## src/rtl/key_event_scheduler_if.sv

```systemverilog
// Press-event handshake between the key scheduler (master) and the user logic (slave).
// event_valid/event_key follow valid/ready; event_overrun is a side pulse.
interface key_event_scheduler_if #(
  parameter int N_KEYS = 4
);
  localparam int KW = $clog2(N_KEYS);

  logic          event_valid;
  logic          event_ready;
  logic [KW-1:0] event_key;
  logic          event_overrun;

  modport master (
    output event_valid,
    output event_key,
    output event_overrun,
    input  event_ready
  );

  modport slave (
    input  event_valid,
    input  event_key,
    input  event_overrun,
    output event_ready
  );
endinterface

```

## src/rtl/key_event_scheduler.sv

```systemverilog
// Push-button front end: per-key synchroniser and debounce FSM driven by a shared tick,
// one pending press per key, and a round-robin arbiter onto a single event stream.
module key_event_scheduler #(
  parameter int N_KEYS         = 4,
  parameter int TICK_DIV       = 100_000,
  parameter int DEBOUNCE_TICKS = 100
) (
  input  logic                  clk,
  input  logic                  rst,
  input  logic [N_KEYS-1:0]     din,
  output logic [N_KEYS-1:0]     key_state,
  key_event_scheduler_if.master evt
);

  localparam int KW = $clog2(N_KEYS);
  localparam int PW = (TICK_DIV > 1) ? $clog2(TICK_DIV) : 1;
  localparam int TW = $clog2(DEBOUNCE_TICKS + 1);

  localparam logic [PW-1:0] PRE_LAST = PW'(TICK_DIV - 1);
  localparam logic [TW-1:0] TC_LAST  = TW'(DEBOUNCE_TICKS - 1);

  typedef enum logic [1:0] {
    IDLE        = 2'b00,
    PRESS_DEB   = 2'b01,
    HELD        = 2'b10,
    RELEASE_DEB = 2'b11
  } key_fsm_e;

  // Synchroniser: raw pads are idle-high, so the flops reset to 1 (released).
  logic [N_KEYS-1:0] sync1_q, sync2_q;

  // NOTE: sequential state uses non-blocking assignments so every flop samples pre-edge values.
  always_ff @(posedge clk or posedge rst) begin
    if (rst) begin
      sync1_q <= '1;
      sync2_q <= '1;
    end else begin
      sync1_q <= din;
      sync2_q <= sync1_q;
    end
  end

  logic [PW-1:0] pre_q, pre_d;
  logic          tick;

  always_comb begin
    tick  = (pre_q == PRE_LAST);
    pre_d = tick ? '0 : pre_q + PW'(1);
  end

  always_ff @(posedge clk or posedge rst) begin
    if (rst) pre_q <= '0;
    else     pre_q <= pre_d;
  end

  key_fsm_e          state_q [N_KEYS];
  key_fsm_e          state_d [N_KEYS];
  logic [TW-1:0]     tc_q    [N_KEYS];
  logic [TW-1:0]     tc_d    [N_KEYS];
  logic [N_KEYS-1:0] set_pend;

  // NOTE: every signal written here gets a default first, so no path can infer a latch.
  always_comb begin
    set_pend = '0;
    for (int i = 0; i < N_KEYS; i++) begin
      state_d[i] = state_q[i];
      tc_d[i]    = tc_q[i];
      case (state_q[i])
        IDLE: begin
          if (!sync2_q[i]) begin
            state_d[i] = PRESS_DEB;
            tc_d[i]    = '0;
          end
        end
        PRESS_DEB: begin
          if (sync2_q[i]) begin
            state_d[i] = IDLE;
            tc_d[i]    = '0;
          end else if (tick) begin
            if (tc_q[i] == TC_LAST) begin
              state_d[i]  = HELD;
              tc_d[i]     = '0;
              set_pend[i] = 1'b1;
            end else begin
              tc_d[i] = tc_q[i] + TW'(1);
            end
          end
        end
        HELD: begin
          if (sync2_q[i]) begin
            state_d[i] = RELEASE_DEB;
            tc_d[i]    = '0;
          end
        end
        RELEASE_DEB: begin
          if (!sync2_q[i]) begin
            state_d[i] = HELD;
            tc_d[i]    = '0;
          end else if (tick) begin
            if (tc_q[i] == TC_LAST) begin
              state_d[i] = IDLE;
              tc_d[i]    = '0;
            end else begin
              tc_d[i] = tc_q[i] + TW'(1);
            end
          end
        end
        default: begin
          state_d[i] = IDLE;
          tc_d[i]    = '0;
        end
      endcase
    end
  end

  always_ff @(posedge clk or posedge rst) begin
    if (rst) begin
      for (int i = 0; i < N_KEYS; i++) begin
        state_q[i] <= IDLE;
        tc_q[i]    <= '0;
      end
    end else begin
      for (int i = 0; i < N_KEYS; i++) begin
        state_q[i] <= state_d[i];
        tc_q[i]    <= tc_d[i];
      end
    end
  end

  always_comb begin
    key_state = '0;
    for (int i = 0; i < N_KEYS; i++) begin
      key_state[i] = (state_q[i] == HELD) || (state_q[i] == RELEASE_DEB);
    end
  end

  logic [N_KEYS-1:0] pend_q, pend_d, grant_oh;
  logic [KW-1:0]     rr_q, rr_d, key_q, key_d, win;
  logic              valid_q, valid_d, ovr_q, ovr_d;
  logic              slot_free, found;

  always_comb begin
    grant_oh  = '0;
    found     = 1'b0;
    win       = '0;
    key_d     = key_q;
    rr_d      = rr_q;
    valid_d   = valid_q;
    slot_free = !valid_q || evt.event_ready;

    // Rotating scan: the first pending key at or after rr_q wins.
    for (int off = 0; off < N_KEYS; off++) begin
      if (!found && pend_q[(int'(rr_q) + off) % N_KEYS]) begin
        found = 1'b1;
        win   = KW'((int'(rr_q) + off) % N_KEYS);
      end
    end

    if (slot_free) begin
      if (found) begin
        valid_d       = 1'b1;
        key_d         = win;
        grant_oh[win] = 1'b1;
        rr_d          = (int'(win) == N_KEYS - 1) ? '0 : win + KW'(1);
      end else begin
        valid_d = 1'b0;
      end
    end

    // A fresh press beats a same-cycle grant of that key and is not an overrun.
    pend_d = (pend_q & ~grant_oh) | set_pend;
    ovr_d  = |(set_pend & pend_q & ~grant_oh);
  end

  always_ff @(posedge clk or posedge rst) begin
    if (rst) begin
      pend_q  <= '0;
      rr_q    <= '0;
      key_q   <= '0;
      valid_q <= 1'b0;
      ovr_q   <= 1'b0;
    end else begin
      pend_q  <= pend_d;
      rr_q    <= rr_d;
      key_q   <= key_d;
      valid_q <= valid_d;
      ovr_q   <= ovr_d;
    end
  end

  assign evt.event_valid   = valid_q;
  assign evt.event_key     = key_q;
  assign evt.event_overrun = ovr_q;

endmodule

```

## src/flat_wrapper.sv

```systemverilog
// flat-port wrapper written by rule: the top's interface ports become plain ports
module key_event_scheduler_flat 
#(
  parameter int N_KEYS         = 4,
  parameter int TICK_DIV       = 100_000,
  parameter int DEBOUNCE_TICKS = 100
)
  (clk, rst, din, key_state, evt_event_valid, evt_event_key, evt_event_overrun, evt_event_ready);
  key_event_scheduler_if #(.N_KEYS(N_KEYS)) evt_i ();
  input  logic clk;
  input  logic rst;
  input  logic [N_KEYS-1:0] din;
  output logic [N_KEYS-1:0] key_state;
  output wire logic [$bits(evt_i.event_valid)-1:0] evt_event_valid;
  output wire logic [$bits(evt_i.event_key)-1:0] evt_event_key;
  output wire logic [$bits(evt_i.event_overrun)-1:0] evt_event_overrun;
  input wire logic [$bits(evt_i.event_ready)-1:0] evt_event_ready;
  assign evt_event_valid = evt_i.event_valid;
  assign evt_event_key = evt_i.event_key;
  assign evt_event_overrun = evt_i.event_overrun;
  assign evt_i.event_ready = evt_event_ready;
  key_event_scheduler #(.N_KEYS(N_KEYS), .TICK_DIV(TICK_DIV), .DEBOUNCE_TICKS(DEBOUNCE_TICKS)) u_core (.clk(clk), .rst(rst), .din(din), .key_state(key_state), .evt(evt_i));
endmodule
```

## config.mk

```make
export PLATFORM = sky130hd
export DESIGN_NAME = key_event_scheduler_flat
export DESIGN_NICKNAME = d
export VERILOG_FILES = /design/src/rtl/key_event_scheduler_if.sv /design/src/rtl/key_event_scheduler.sv /design/src/flat_wrapper.sv
export SDC_FILE = /design/constraint.sdc
export NUM_CORES = 1
export LEC_CHECK = 0
export ABC_AREA = 1
export CORE_ASPECT_RATIO = 0.8
export CORE_UTILIZATION = 45
export CTS_BUF_LIST = sky130_fd_sc_hd__clkbuf_8
export CTS_CLUSTER_DIAMETER = 30
export DETAILED_ROUTE_END_ITERATION = 16
export SLEW_MARGIN = 20
export SYNTH_ARGS = -nofsm -noshare
export SYNTH_HDL_FRONTEND = slang
export SYNTH_SLANG_ARGS = --single-unit
```

## constraint.sdc

```tcl
create_clock -name clk -period 2.4 [get_ports clk]
set_input_delay 0.72 -clock clk [delete_from_list [all_inputs] [get_ports clk]]
set_output_delay 0.72 -clock clk [all_outputs]
set_load 0.1 [all_outputs]
```

; After elaboration in Yosys (flattened, before gate mapping)
; Cells that the tools add are included.
[totals]
output_inout_bits = 8
wordCells = 217
ff_bits = 71
[op_classes]
mux = 106
bitwise_logic = 8
add_sub_neg = 9
reduce_logical = 30
eq_ne = 42
order_cmp = 6
[ops]
columns = operator, count
row1 = 2-to-1 mux 7 bit, 24
row2 = case mux 7 bit (4 select lines), 4
row3 = 2-to-1 mux 2 bit, 37
row4 = case mux 2 bit (4 select lines), 4
row5 = 2-to-1 mux 1 bit, 29
row6 = adder 7 x 1 -> 7 bit (second input constant), 4
row7 = == test 7 bit (second input constant), 4
row8 = != test 3 x 1 -> 1 bit (second input constant), 8
row9 = != test 3 bit (second input constant), 8
row10 = AND reduction 6 bit, 4
row11 = adder 17 x 1 -> 17 bit (second input constant), 1
row12 = == test 17 bit (second input constant), 1
row13 = 2-to-1 mux 17 bit, 1
row14 = == test 2 bit (second input constant), 8
row15 = AND 4 bit, 3
row16 = < comparator 3 x 4 -> 1 bit (second input constant), 3
row17 = == test 2 x 1 -> 1 bit (second input constant), 5
row18 = AND reduction 2 bit, 5
row19 = binary-select mux 1 bit (select 2 bit), 4
row20 = zero test 2 bit, 4
row21 = 2-to-1 mux 4 bit, 2
row22 = != test 2 x 1 -> 1 bit (second input constant), 4
row23 = != test 2 bit (second input constant), 4
row24 = < comparator 2 x 3 -> 1 bit (second input constant), 2
row25 = 12 further kinds, 28

; Longest topological paths before layout
[logic_depth]
depth_word = 23
ltp_mapped = 17
mapped_depth_nobuf = 16

; Worst setup path after synthesis
; Ideal clock, no wire load.
[synth_path]
path_kind = register -> output
from = register (tool-made name)
to = output key_state[3]
required_ns = 1.680
stages_incl_launch_ff = 2
slack_ns = 0.446
arrival_time_ns = 1.234
cell_sequence = dfrtp_1 > clkbuf_1
[synth_lines]
columns = element, line
row1 = end: declaration, flat_wrapper.sv:13  ; output logic [N_KEYS-1:0] key_state;

; Worst setup path after layout
[layout_path]
from = register u_core.rr_q[0]
to = register u_core.ovr_q, in the netlist u_core.evt.event_overrun
[layout_between]
elab_chain_len = 21
word_cells_on_any_way = 38
cone_classes = add/sub (3) / order compare (2) / mux (23) / bitwise (2) / reduce/logical (8)
[layout_lines]
columns = element, line
row1 = start: declaration, key_event_scheduler.sv:138  ; logic [KW-1:0] rr_q, rr_d, key_q, key_d, win;
row2 = start signal: assignment, key_event_scheduler.sv:184  ; rr_q <= rr_d;
row3 = adder 2 x 1 -> 2 bit / binary-select mux 1 bit (select 2 bit) (equally long branches), "key_event_scheduler.sv:153, key_event_scheduler.sv:155"
row4 = binary-select mux 1 bit (select 2 bit) / 2-to-1 mux 1 bit (equally long branches), key_event_scheduler.sv:153  ; if (!found && pend_q[(int'(rr_q) + off) % N_KEYS]) begin
row5 = 2-to-1 mux 1 bit (implied by the code), key_event_scheduler.sv:153
row6 = 2-to-1 mux 1 bit (implied by the code) / zero test 1 bit (equally long branches), key_event_scheduler.sv:153
row7 = logical AND 1 bit, key_event_scheduler.sv:153
row8 = 2-to-1 mux 1 bit, key_event_scheduler.sv:153
row9 = zero test 1 bit, key_event_scheduler.sv:153
row10 = logical AND 1 bit, key_event_scheduler.sv:153
row11 = [4 not listed], --
row12 = named net u_core.win[1], key_event_scheduler.sv:138
row13 = [2 not listed], --
row14 = 2-to-1 mux 1 bit (implied by the code), key_event_scheduler.sv:163  ; grant_oh[win] = 1'b1;
row15 = demux 1 bit (select 2 bit) *, --
row16 = 2-to-1 mux 4 bit *, key_event_scheduler.sv:160  ; if (found) begin
row17 = 2-to-1 mux 4 bit *, key_event_scheduler.sv:159  ; if (slot_free) begin
row18 = NOT 4 bit *, key_event_scheduler.sv:172  ; ovr_d = |(set_pend & pend_q & ~grant_oh);
row19 = AND 4 bit *, key_event_scheduler.sv:172
row20 = OR reduction 4 bit *, key_event_scheduler.sv:172
row21 = named net u_core.ovr_d, key_event_scheduler.sv:139  ; logic valid_q, valid_d, ovr_q, ovr_d;
row22 = end signal: assignment, key_event_scheduler.sv:187  ; ovr_q <= ovr_d;
row23 = end: declaration, key_event_scheduler.sv:139
; Mark *: on every way through the listed nets, which the timed path passes. The rest lies on a longest branch. The select of a mux whose other input is x is not followed.
; A chain may end at the register's enable or synchronous reset.

==> metrics.cfg <==
[power_and_ir_drop]
clkPwrFrac = 0.261
switching_power_mw = 1.64
p_leak_nw = 2.11
p_per_area_mw_per_mm2 = 886
p_sw_frac = 0.413
combPwrFrac = 0.373
internal-power_mw = 2.33
seq_power_share = 0.367
ir_drop_v = 0.000665

[sta]
rsz0062_at_grt = no
setup_slack_ns = 0.280
hold_violations = 0
slew_viol_final = 0
slew_headroom = 0.716
finalCritPeriodShare = 0.883
fin_tns_setup_ns = 0
period_needed_ns = 2.12
tightest_slew_ns = 0.422
setup_viol = 0
skew_ns = 0.0105
fmax_mhz = 472

[cells_and_area]
layout_commonest_cell = nand2_1
nNetsFinal = 547
drive_gt1_frac = 0.153
final_cell_mix = nand2_1, inv_1, dfrtp_1
area_delta_synth_final_pct = 11.1
antennaDiodeCount = 0

[global_route]
grtUsageTotal = 0.196
first_global_vias = 3039
grtUsageMet2 = 0.295
grt_pass1_wl_mm = 14.2
antenna_found_initial = 0
grt-busiest-layer = met2
grt_start_max_net_pins = 72
grtUsageMet3 = 0.0451
grt-ovfl-total = 0
use_met1 = 0.279

[synthesis]
ys_seq_area_frac = 0.444
synth_area_sq_mm = 0.00403
ys_warn_count = 0
syn_area_per_cell_sq_um = 7.85
ys_types = 39
ys_seq_elements = 71
syn_nets = 529
syn_inst = 513

[cts]
insertion_delay_ns = 0.34
cts_tree = built
htree_levels = 3
cts_setup_buffers = 0
root_buffer = clkbuf_8
cts-resized-gates = 0
cts.hold.buffers_added = 0
cts_buffer_depth = 2
numCtsBuffers = 9
path_clk_slew_ns = 0.07
cts_sinks = 71

[drt]
drt_iter0_markers = 187
drc = 0
via_count = 3265
firstDrtPassIters = 4
post_drt_wl_per_cell_microns = 12.3
antenna_left = 0
via_per_inst = 5.04
wl_mm = 8.00

[floorplanning]
io_pins = 15
die_y_microns = 86.6
dieArea_sq_mm = 0.00933
core_sq_mm = 0.00860
die_x_microns = 108
row_count = 30
initial_core_util = 0.468

[critical_path]
required_ns = 2.68
endpoint_kind = flip-flop
worstPathMaxFanout = 10
critical_path_arrival_ns = 2.40
slowest_delay_ns = 0.57
path_class = reg -> reg
slowest_stage = dfrtp_1
critical_path.cell_chain = nand2_1, nand3_1, nand2_2, nor2_8, nand4_1, nand3_1, inv_1, ha_1, nand3_1, nand2_1, nor2_1, nor2_1, nand2_1
start_kind = flip-flop

[status]
outcome = finished clean

[flow_run]
maxCapViolCount = 0

[placed_design]
hpwl_mm = 5.70
place.gp.congestion = 0.816
dp_slack_ns = 0.284
io_buffers = 14

[hold_path]
min_path_type = reg -> reg

-- synthesized netlist by cell type (all sizes together) --
| cell | instances | area share |
|---|---|---|
| a21boi | 2 | 0.0037 |
| a21o | 1 | 0.0019 |
| a21oi | 14 | 0.017 |
| a31oi | 1 | 0.0016 |
| and2 | 1 | 0.0016 |
| and3 | 1 | 0.0016 |
| buf | 5 | 0.011 |
| clkbuf | 4 | 0.0037 |
| dfrtp | 63 | 0.39 |
| dfstp | 8 | 0.052 |
| ha | 9 | 0.028 |
| inv | 80 | 0.076 |
| nand2 | 129 | 0.13 |
| nand3 | 36 | 0.048 |
| nand3b | 2 | 0.0037 |
| nand4 | 14 | 0.023 |
| nor2 | 59 | 0.071 |
| nor3 | 11 | 0.017 |
| o211ai | 4 | 0.0075 |
| o21ai | 46 | 0.058 |
| o22ai | 7 | 0.011 |
| o32ai | 1 | 0.0040 |
| or3 | 1 | 0.0016 |
| xor2 | 14 | 0.032 |
-- routing by layer --
metal,vias to the layer above,wire length [microns],part of all wire
li1,1684,-,-
met2,49,3430,0.43
met1,1524,4240,0.53
met3,8,232,0.029
met5,-,0,0
met4,0,94,0.012
-- power groups by stage --
stage / Clock, mW / Combinational, mW / Sequential [mW]
final: 1.03 / 1.48 / 1.45
after global routing: 1.13 / 1.67 / 1.47
after CTS: 1.08 / 1.50 / 1.45
after detailed placement: 0 / 1.49 / 1.47
after global placement: 0 / 1.49 / 1.47
after floorplan: 0 / 1.10 / 1.57
-- registers in the layout, indices dropped and copies added (netlist names), named ones only --
name / count
u_core.sync2_q: 4
u_core.pend_q: 4
u_core.pre_q: 17
u_core.evt.event_overrun: 1
u_core.evt.event_key: 2
u_core.evt.event_valid: 1
u_core.state_q: 4
u_core.sync1_q: 4
u_core.tc_q: 28
u_core.rr_q: 2
-- logic make-up after synthesis --
logic type,after synthesis,share of synthesized area
AND/OR/NAND/NOR,254,0.301
buffers and inverters,89,0.0901
AO/OA/AOI/OAI,76,0.105
flip-flops,71,0.444
XOR/XNOR,14,0.0323
adder cells (fa/ha/maj),9,0.0280
-- final timing paths --
check / depth (start not counted) / endpoint / from / slack [ns]
max: 13 / u_core.evt.event_overrun / u_core.rr_q[0] / 0.28
min: 0 / u_core.sync2_q[1] / u_core.sync1_q[1] / 0.36
max reg2reg: 13 / u_core.evt.event_overrun / u_core.rr_q[0] / 0.28
min reg2reg: 0 / u_core.sync2_q[1] / u_core.sync1_q[1] / 0.36
max in group asynchronous: 3 / u_core.sync2_q[1] / rst / 1.24
min in group asynchronous: 3 / u_core.tc_q[24] / rst / 0.83
-- metrics by stage --
stage                     hold WS [ns]  std cells  total power [mW]  instance area (sq um)   util
final                            0.357        648              3.96                   4470  0.520
after global routing             0.359        648              4.27                   4470  0.520
after CTS                        0.358        648              4.03                   4470  0.520
after detailed placement         0.348        632              2.97                   4260  0.496
after global placement           0.345        632              2.96                   4260  0.496
after floorplan                  0.345        513              2.68                   4030      -
-- critical path, delay by kind of cell, from the launching register on --
family        cells  cell delay, ns
simple gates     11            1.18
fa+ha+maj         1            0.21
flops             1            0.57
buf+inv           1            0.11
-- final cells by class --
class / count / area, sq um
clock buffer: 9 / 124
clock inverter: 7 / 88.8
fill: 820 / 4120
inverter: 80 / 309
multi-input combinational: 353 / 1880
sequential: 71 / 1790
tap: 112 / 140
timing repair buffer: 16 / 148
Note: power is estimated with default switching activity, not from simulation.
